**src/rtl/pwm_capture_if.sv**
```systemverilog
// Signal bundle between a PWM measurement block and its consumer.
// The slave side is the capture block; the master side drives the waveform,
// the timeout limit and the acknowledge/clear strobes.
interface pwm_capture_if #(
    parameter int W = 32
);
    logic         i_pwm;
    logic [W-1:0] i_timeout;
    logic         i_ack;
    logic         i_clr;
    logic [W-1:0] o_period;
    logic [W-1:0] o_high;
    logic         o_valid;
    logic         o_overrun;
    logic         o_stuck;
    logic         o_level;

    modport master (
        output i_pwm, i_timeout, i_ack, i_clr,
        input  o_period, o_high, o_valid, o_overrun, o_stuck, o_level
    );

    modport slave (
        input  i_pwm, i_timeout, i_ack, i_clr,
        output o_period, o_high, o_valid, o_overrun, o_stuck, o_level
    );
endinterface

```
**src/rtl/pwm_capture.sv**
```systemverilog
// PWM period / high-time capture.
// The asynchronous PWM line is synchronized, its edges drive a four-state
// FSM (ARM, HIGH, LOW, STUCK), and completed measurements are held in an
// output register with a valid/ack handshake and a sticky overrun flag.
// A separate idle counter flags a line that stops toggling.
module pwm_capture #(
    parameter int W = 32
) (
    input logic           i_clk,
    input logic           i_rst_n,
    pwm_capture_if.slave  bus
);
    typedef enum logic [1:0] {
        ARM   = 2'd0,
        HIGH  = 2'd1,
        LOW   = 2'd2,
        STUCK = 2'd3
    } state_t;

    localparam logic [W-1:0] ONE = {{(W-1){1'b0}}, 1'b1};

    // Increment that sticks at all-ones instead of wrapping to zero.
    function automatic logic [W-1:0] sat_inc(input logic [W-1:0] v);
        sat_inc = (&v) ? v : v + ONE;
    endfunction

    logic         sync_p0;
    logic         sync_p1;
    logic         prev_p2;
    logic         rise;
    logic         fall;
    logic         any_edge;
    logic         timeout_hit;

    logic [W-1:0] cnt_q;
    logic [W-1:0] idle_q;
    logic [W-1:0] high_q;

    state_t       state_q;
    state_t       state_d;
    logic         meas_done;
    logic         cap_high;
    logic         enter_stuck;
    logic         exit_stuck;
    logic         ovr_set;

    logic [W-1:0] period_q;
    logic [W-1:0] high_out_q;
    logic         valid_q;
    logic         overrun_q;
    logic         stuck_q;
    logic         level_q;

    // Stage p0/p1: metastability synchronizer; stage p2: previous level for edge detection.
    always_ff @(posedge i_clk or negedge i_rst_n) begin
        if (!i_rst_n) begin
            sync_p0 <= 1'b0;
            sync_p1 <= 1'b0;
            prev_p2 <= 1'b0;
        end else begin
            sync_p0 <= bus.i_pwm;
            sync_p1 <= sync_p0;
            prev_p2 <= sync_p1;
        end
    end

    assign rise        = sync_p1 & ~prev_p2;
    assign fall        = ~sync_p1 & prev_p2;
    assign any_edge    = rise | fall;
    // A timeout at or below the current idle count fires at once, so a
    // lowered limit takes effect on the next cycle.
    assign timeout_hit = (bus.i_timeout != '0) && (idle_q >= bus.i_timeout);

    // Edge counter: restarts at 1 on every rising edge, saturating count otherwise.
    always_ff @(posedge i_clk or negedge i_rst_n) begin
        if (!i_rst_n) begin
            cnt_q <= '0;
        end else begin
            cnt_q <= rise ? ONE : sat_inc(cnt_q);
        end
    end

    // Idle counter: cycles since the last edge of either polarity.
    always_ff @(posedge i_clk or negedge i_rst_n) begin
        if (!i_rst_n) begin
            idle_q <= '0;
        end else begin
            idle_q <= any_edge ? '0 : sat_inc(idle_q);
        end
    end

    // FSM state register.
    always_ff @(posedge i_clk or negedge i_rst_n) begin
        if (!i_rst_n) begin
            state_q <= ARM;
        end else begin
            state_q <= state_d;
        end
    end

    // FSM next state and single-cycle action strobes.
    always_comb begin
        state_d     = state_q;
        meas_done   = 1'b0;
        cap_high    = 1'b0;
        enter_stuck = 1'b0;
        exit_stuck  = 1'b0;
        unique case (state_q)
            ARM: begin
                if (rise) state_d = HIGH;
            end
            HIGH: begin
                if (fall) begin
                    cap_high = 1'b1;
                    state_d  = LOW;
                end
            end
            LOW: begin
                if (rise) begin
                    meas_done = 1'b1;
                    state_d   = HIGH;
                end
            end
            STUCK: begin
                if (rise) begin
                    exit_stuck = 1'b1;
                    state_d    = HIGH;
                end
            end
        endcase
        // A live edge in the same cycle counts as activity, so it wins over the timeout.
        if ((state_q != STUCK) && timeout_hit && !any_edge) begin
            state_d     = STUCK;
            enter_stuck = 1'b1;
        end
    end

    // High-time capture on the falling edge of a measured pulse.
    always_ff @(posedge i_clk or negedge i_rst_n) begin
        if (!i_rst_n) begin
            high_q <= '0;
        end else if (cap_high) begin
            high_q <= cnt_q;
        end
    end

    // An unacknowledged result being replaced sets overrun, unless acked in the same cycle.
    assign ovr_set = meas_done & valid_q & ~bus.i_ack;

    // Result registers with valid/ack handshake and sticky overrun.
    always_ff @(posedge i_clk or negedge i_rst_n) begin
        if (!i_rst_n) begin
            period_q   <= '0;
            high_out_q <= '0;
            valid_q    <= 1'b0;
            overrun_q  <= 1'b0;
        end else begin
            if (meas_done) begin
                period_q   <= cnt_q;
                high_out_q <= high_q;
                valid_q    <= 1'b1;
            end else if (bus.i_ack) begin
                valid_q    <= 1'b0;
            end
            if (ovr_set) begin
                overrun_q <= 1'b1;
            end else if (bus.i_clr) begin
                overrun_q <= 1'b0;
            end
        end
    end

    // Stuck indication and the line level frozen at the moment it went stuck.
    always_ff @(posedge i_clk or negedge i_rst_n) begin
        if (!i_rst_n) begin
            stuck_q <= 1'b0;
            level_q <= 1'b0;
        end else if (enter_stuck) begin
            stuck_q <= 1'b1;
            level_q <= sync_p1;
        end else if (exit_stuck) begin
            stuck_q <= 1'b0;
        end
    end

    assign bus.o_period  = period_q;
    assign bus.o_high    = high_out_q;
    assign bus.o_valid   = valid_q;
    assign bus.o_overrun = overrun_q;
    assign bus.o_stuck   = stuck_q;
    assign bus.o_level   = level_q;

endmodule

```
**src/flat_wrapper.sv**
```systemverilog
// flat-port wrapper written by rule: the top's interface ports become plain ports
module pwm_capture_flat 
#(
    parameter int W = 32
)
  (i_clk, i_rst_n, bus_i_pwm, bus_i_timeout, bus_i_ack, bus_i_clr, bus_o_period, bus_o_high, bus_o_valid, bus_o_overrun, bus_o_stuck, bus_o_level);
  pwm_capture_if #(.W(W)) bus_i ();
  input logic i_clk;
  input logic i_rst_n;
  input wire logic [$bits(bus_i.i_pwm)-1:0] bus_i_pwm;
  input wire logic [$bits(bus_i.i_timeout)-1:0] bus_i_timeout;
  input wire logic [$bits(bus_i.i_ack)-1:0] bus_i_ack;
  input wire logic [$bits(bus_i.i_clr)-1:0] bus_i_clr;
  output wire logic [$bits(bus_i.o_period)-1:0] bus_o_period;
  output wire logic [$bits(bus_i.o_high)-1:0] bus_o_high;
  output wire logic [$bits(bus_i.o_valid)-1:0] bus_o_valid;
  output wire logic [$bits(bus_i.o_overrun)-1:0] bus_o_overrun;
  output wire logic [$bits(bus_i.o_stuck)-1:0] bus_o_stuck;
  output wire logic [$bits(bus_i.o_level)-1:0] bus_o_level;
  assign bus_i.i_pwm = bus_i_pwm;
  assign bus_i.i_timeout = bus_i_timeout;
  assign bus_i.i_ack = bus_i_ack;
  assign bus_i.i_clr = bus_i_clr;
  assign bus_o_period = bus_i.o_period;
  assign bus_o_high = bus_i.o_high;
  assign bus_o_valid = bus_i.o_valid;
  assign bus_o_overrun = bus_i.o_overrun;
  assign bus_o_stuck = bus_i.o_stuck;
  assign bus_o_level = bus_i.o_level;
  pwm_capture #(.W(W)) u_core (.i_clk(i_clk), .i_rst_n(i_rst_n), .bus(bus_i));
endmodule
```
**config.mk**
```make
export PLATFORM = sky130hd
export DESIGN_NAME = pwm_capture_flat
export DESIGN_NICKNAME = d
export VERILOG_FILES = /design/src/rtl/pwm_capture_if.sv /design/src/rtl/pwm_capture.sv /design/src/flat_wrapper.sv
export SDC_FILE = /design/constraint.sdc
export NUM_CORES = 1
export LEC_CHECK = 0
export CORE_MARGIN = 2
export CORE_UTILIZATION = 40
export DETAILED_ROUTE_END_ITERATION = 16
export GPL_TIMING_DRIVEN = 0
export PLACE_DENSITY_LB_ADDON = 0.25
export SKIP_LAST_GASP = 1
export SYNTH_ARGS = -nofsm -noshare
export SYNTH_HDL_FRONTEND = slang
export SYNTH_SLANG_ARGS = --single-unit
export TNS_END_PERCENT = 5
```
**constraint.sdc**
```tcl
create_clock -name i_clk -period 2.6 [get_ports i_clk]
set_clock_uncertainty 0.15 [all_clocks]
set_input_delay 0.65 -clock i_clk [delete_from_list [all_inputs] [get_ports i_clk]]
set_output_delay 0.65 -clock i_clk [all_outputs]
set_load 0.02 [all_outputs]
```
==> run metrics <==
Clk Latency, worst-skew pair 0.42 ns; GPL Wtd Cong 0.823; Initial Util 0.405; unrepaired setup endpoints after global routing true; Area Growth Syn to Fin 25.6%; Port Buffer Count roughly 100; Switching Share 0.267; gr ovfl total 0; Nets 903; initial antenna violation count 0; Slowest cell on crit path nor4_1; Avg Cell Area, Syn 11.6 um^2; CP peak stage delay roughly 0.57 ns; hpwl dp ~13 mm; Final min period between 2 and 3 ns; drc violations 0; net count after synthesis 776; asr flop ratio synth 1.00; flop and latch count out of synthesis 169; worst slew pin tran 0.665 ns; commonest non-fill, non-tap cell in the layout dfrtp_1; antenna diode count 0; Worst Setup Path Type in -> reg; Final Util 0.509; pwr dens 578 mW/mm^2; Mapped Area 0.00817 mm^2; Placed Cells 1,078; worst-path fanout max 2; wire per inst 16.8 um; CTS H-tree depth 4; vias in the first global route about 5,800; total length of routed wires 18.6 mm; Post-synth EDFFs 0; DR iter-0 viols ~280; cts bufs inserted 17; fmax 0.378 GHz; Final setup viols 1; Max transition margin 0.557; power share of the clock group 0.390; first-pass GRT wire length 30.9 mm; Buf/Inv on CP 1; via count 5,711; die width 147 um; outcome finished, violations left; Mapped Cells approximately 700; CTS sink count 169; failing checks negative setup slack; Clock Tree Buf Depth 2; Seq/Total Area, Yosys 0.518; HP Class in -> async; Routed Antenna Nets 0; Non-Filler Instances between 1,000 and 1,500; Worst Reg-to-Reg Cells 7; die height about 150 um; Fin. Hold Viols 0; First-pass DRT Iterations 5; post-synth cell types 54; Setup crit end kind flip-flop; share of layout cells above drive strength 1 0.210; placement row count 52; vias per inst ~5.1; Pleak 4.86 nW; die area 0.0216 mm^2; sw power 1.58 mW; CP Depth 7; Final Worst Setup Slack -0.0490 ns; # IOs 105; Max Cap Viol 0; Arr. time, crit path roughly 2.8 ns; clk slew on worst S/H paths 0.07 ns; maximum VDD drop slightly below 400 uV; largest net degree at the start of global routing 93; Fillers 1,815; CTS tree built; Logic pwr share 0.123; Critical Path Source Type primary input; crit-path leading delay family simple AND/OR/NAND/NOR gates; crit path cell chain clkdlybuf4s50_1 > nor4_1 > nand4_1 > o211ai_1 > a21oi_1 > a21oi_4 > mux2_4; sequential share of power 0.487; Int Pwr 4.35 mW; core area 0.0202 mm^2; Worst Path Required 2.76 ns; CTS Root Buffer Type clkbuf_16; Synth Flop Type dfrtp_1; Tcrit/Tclk final 1.02; total track usage 0.180; Synth Warn # 0; setup TNS -0.0490 ns; leading cell types in the layout, fill and taps excluded dfrtp_1 (169), clkdlybuf4s50_1 (100), mux2_2 (96); Max Slew Vio Count 0
==> layer usage <==
metal | share of wire | global-route usage
met1 | 0.49 | 0.258
met2 | 0.46 | 0.282
met3 | 0.043 | 0.0419
met4 | 0.0060 | 0.0389
met5 | 0 | 0
==> logic make-up (layout without fill, tap and decap cells) <==
kind of cell	count (synthesis)	count (layout)	synth area share
adders and majority gates	36	36	0.0551
DFF	169	169	0.518
xor gates and xnor gates	55	55	0.0590
and+or+nand+nor	214	214	0.147
AOI/OAI and AO/OA	59	59	0.0508
muxes	99	99	0.136
buffers and inverters	71	209	0.0345
==> flip-flops by register name, indices dropped and copies added, names as in the netlist <==
name,cells
u_core.bus.o_level,1
u_core.bus.o_valid,1
u_core.state_q,2
u_core.cnt_q,32
u_core.sync_p0,1
u_core.idle_q,32
u_core.bus.o_stuck,1
u_core.bus.o_overrun,1
u_core.bus.o_high,32
u_core.bus.o_period,32
u_core.high_q,32
u_core.sync_p1,1
u_core.prev_p2,1
==> worst paths after layout <==
check,startpoint,end,slack [ns]
max in group asynchronous,i_rst_n,u_core.high_q[23],1.37
max reg2reg,u_core.sync_p1,u_core.idle_q[15],0.02
min in group i_clk,u_core.sync_p0,u_core.sync_p1,0.20
max,bus_i_timeout[7],u_core.bus.o_level,-0.05
min reg2reg,u_core.sync_p0,u_core.sync_p1,0.20
min,i_rst_n,u_core.idle_q[4],0.03
==> synth_stat cells, types with 6 or more instances <==
| cell type | number | share of area |
|---|---|---|
| buf_2 | 9 | 0.0055 |
| nand3_1 | 20 | 0.012 |
| nand2_1 | 31 | 0.014 |
| mux2_2 | 97 | 0.13 |
| dfrtp_1 | 169 | 0.52 |
| nor2_1 | 66 | 0.030 |
| nor4_1 | 10 | 0.0077 |
| clkbuf_1 | 20 | 0.0092 |
| a21oi_1 | 11 | 0.0067 |
| o21ai_0 | 8 | 0.0049 |
| nor3_1 | 6 | 0.0037 |
| o21ai_1 | 7 | 0.0043 |
| nand4_1 | 25 | 0.019 |
| inv_1 | 40 | 0.018 |
| xor2_1 | 38 | 0.041 |
| xnor2_1 | 17 | 0.018 |
| and3_1 | 13 | 0.010 |
| ha_1 | 36 | 0.055 |
| and4_1 | 13 | 0.014 |
| a211oi_1 | 7 | 0.0064 |
==> power groups by stage <==
stage	clock network, mW	logic (mW)	registers, mW
global route	2.47	0.802	2.91
global placement	0	0.715	2.94
CTS	2.38	0.735	2.89
finish	2.31	0.728	2.89
detailed placement	0	0.729	2.94
floorplan	0	0.312	2.99
==> cell type report <==
cell class	instances	area (um^2)	area share
clock inverters	13	100	0.00976
multi-input cells	463	3780	0.368
clock buffers	17	425	0.0415
plain buffers	30	135	0.0132
flip-flops and latches	169	4230	0.412
repair buffers	108	1100	0.107
well taps	270	338	0.0329
inverters	41	154	0.0150
==> through the flow <==
step                      setup WS [ns]  area [um^2]  power [mW]  hold slack [ns]
after detailed placement          -1.02         9580        3.67            0.186
after global placement            -6.43         9550        3.66            0.189
after global routing             -0.114        10300        6.19           0.0781
final                           -0.0490        10300        5.93           0.0310
after CTS                       -0.0627        10200        6.01           0.0570
after floorplan                   0.116         8170        3.30            0.181
==> repair_timing <==
action | 4_1_cts | 5_1_grt
hold buffers | 0 | 0
endpoints found under the setup margin | 42 | 24
gates resized for setup | 18 | 13
setup buffers | 3 | 0
pin swaps | 7 | 5
(Power assumes the default switching activity.)
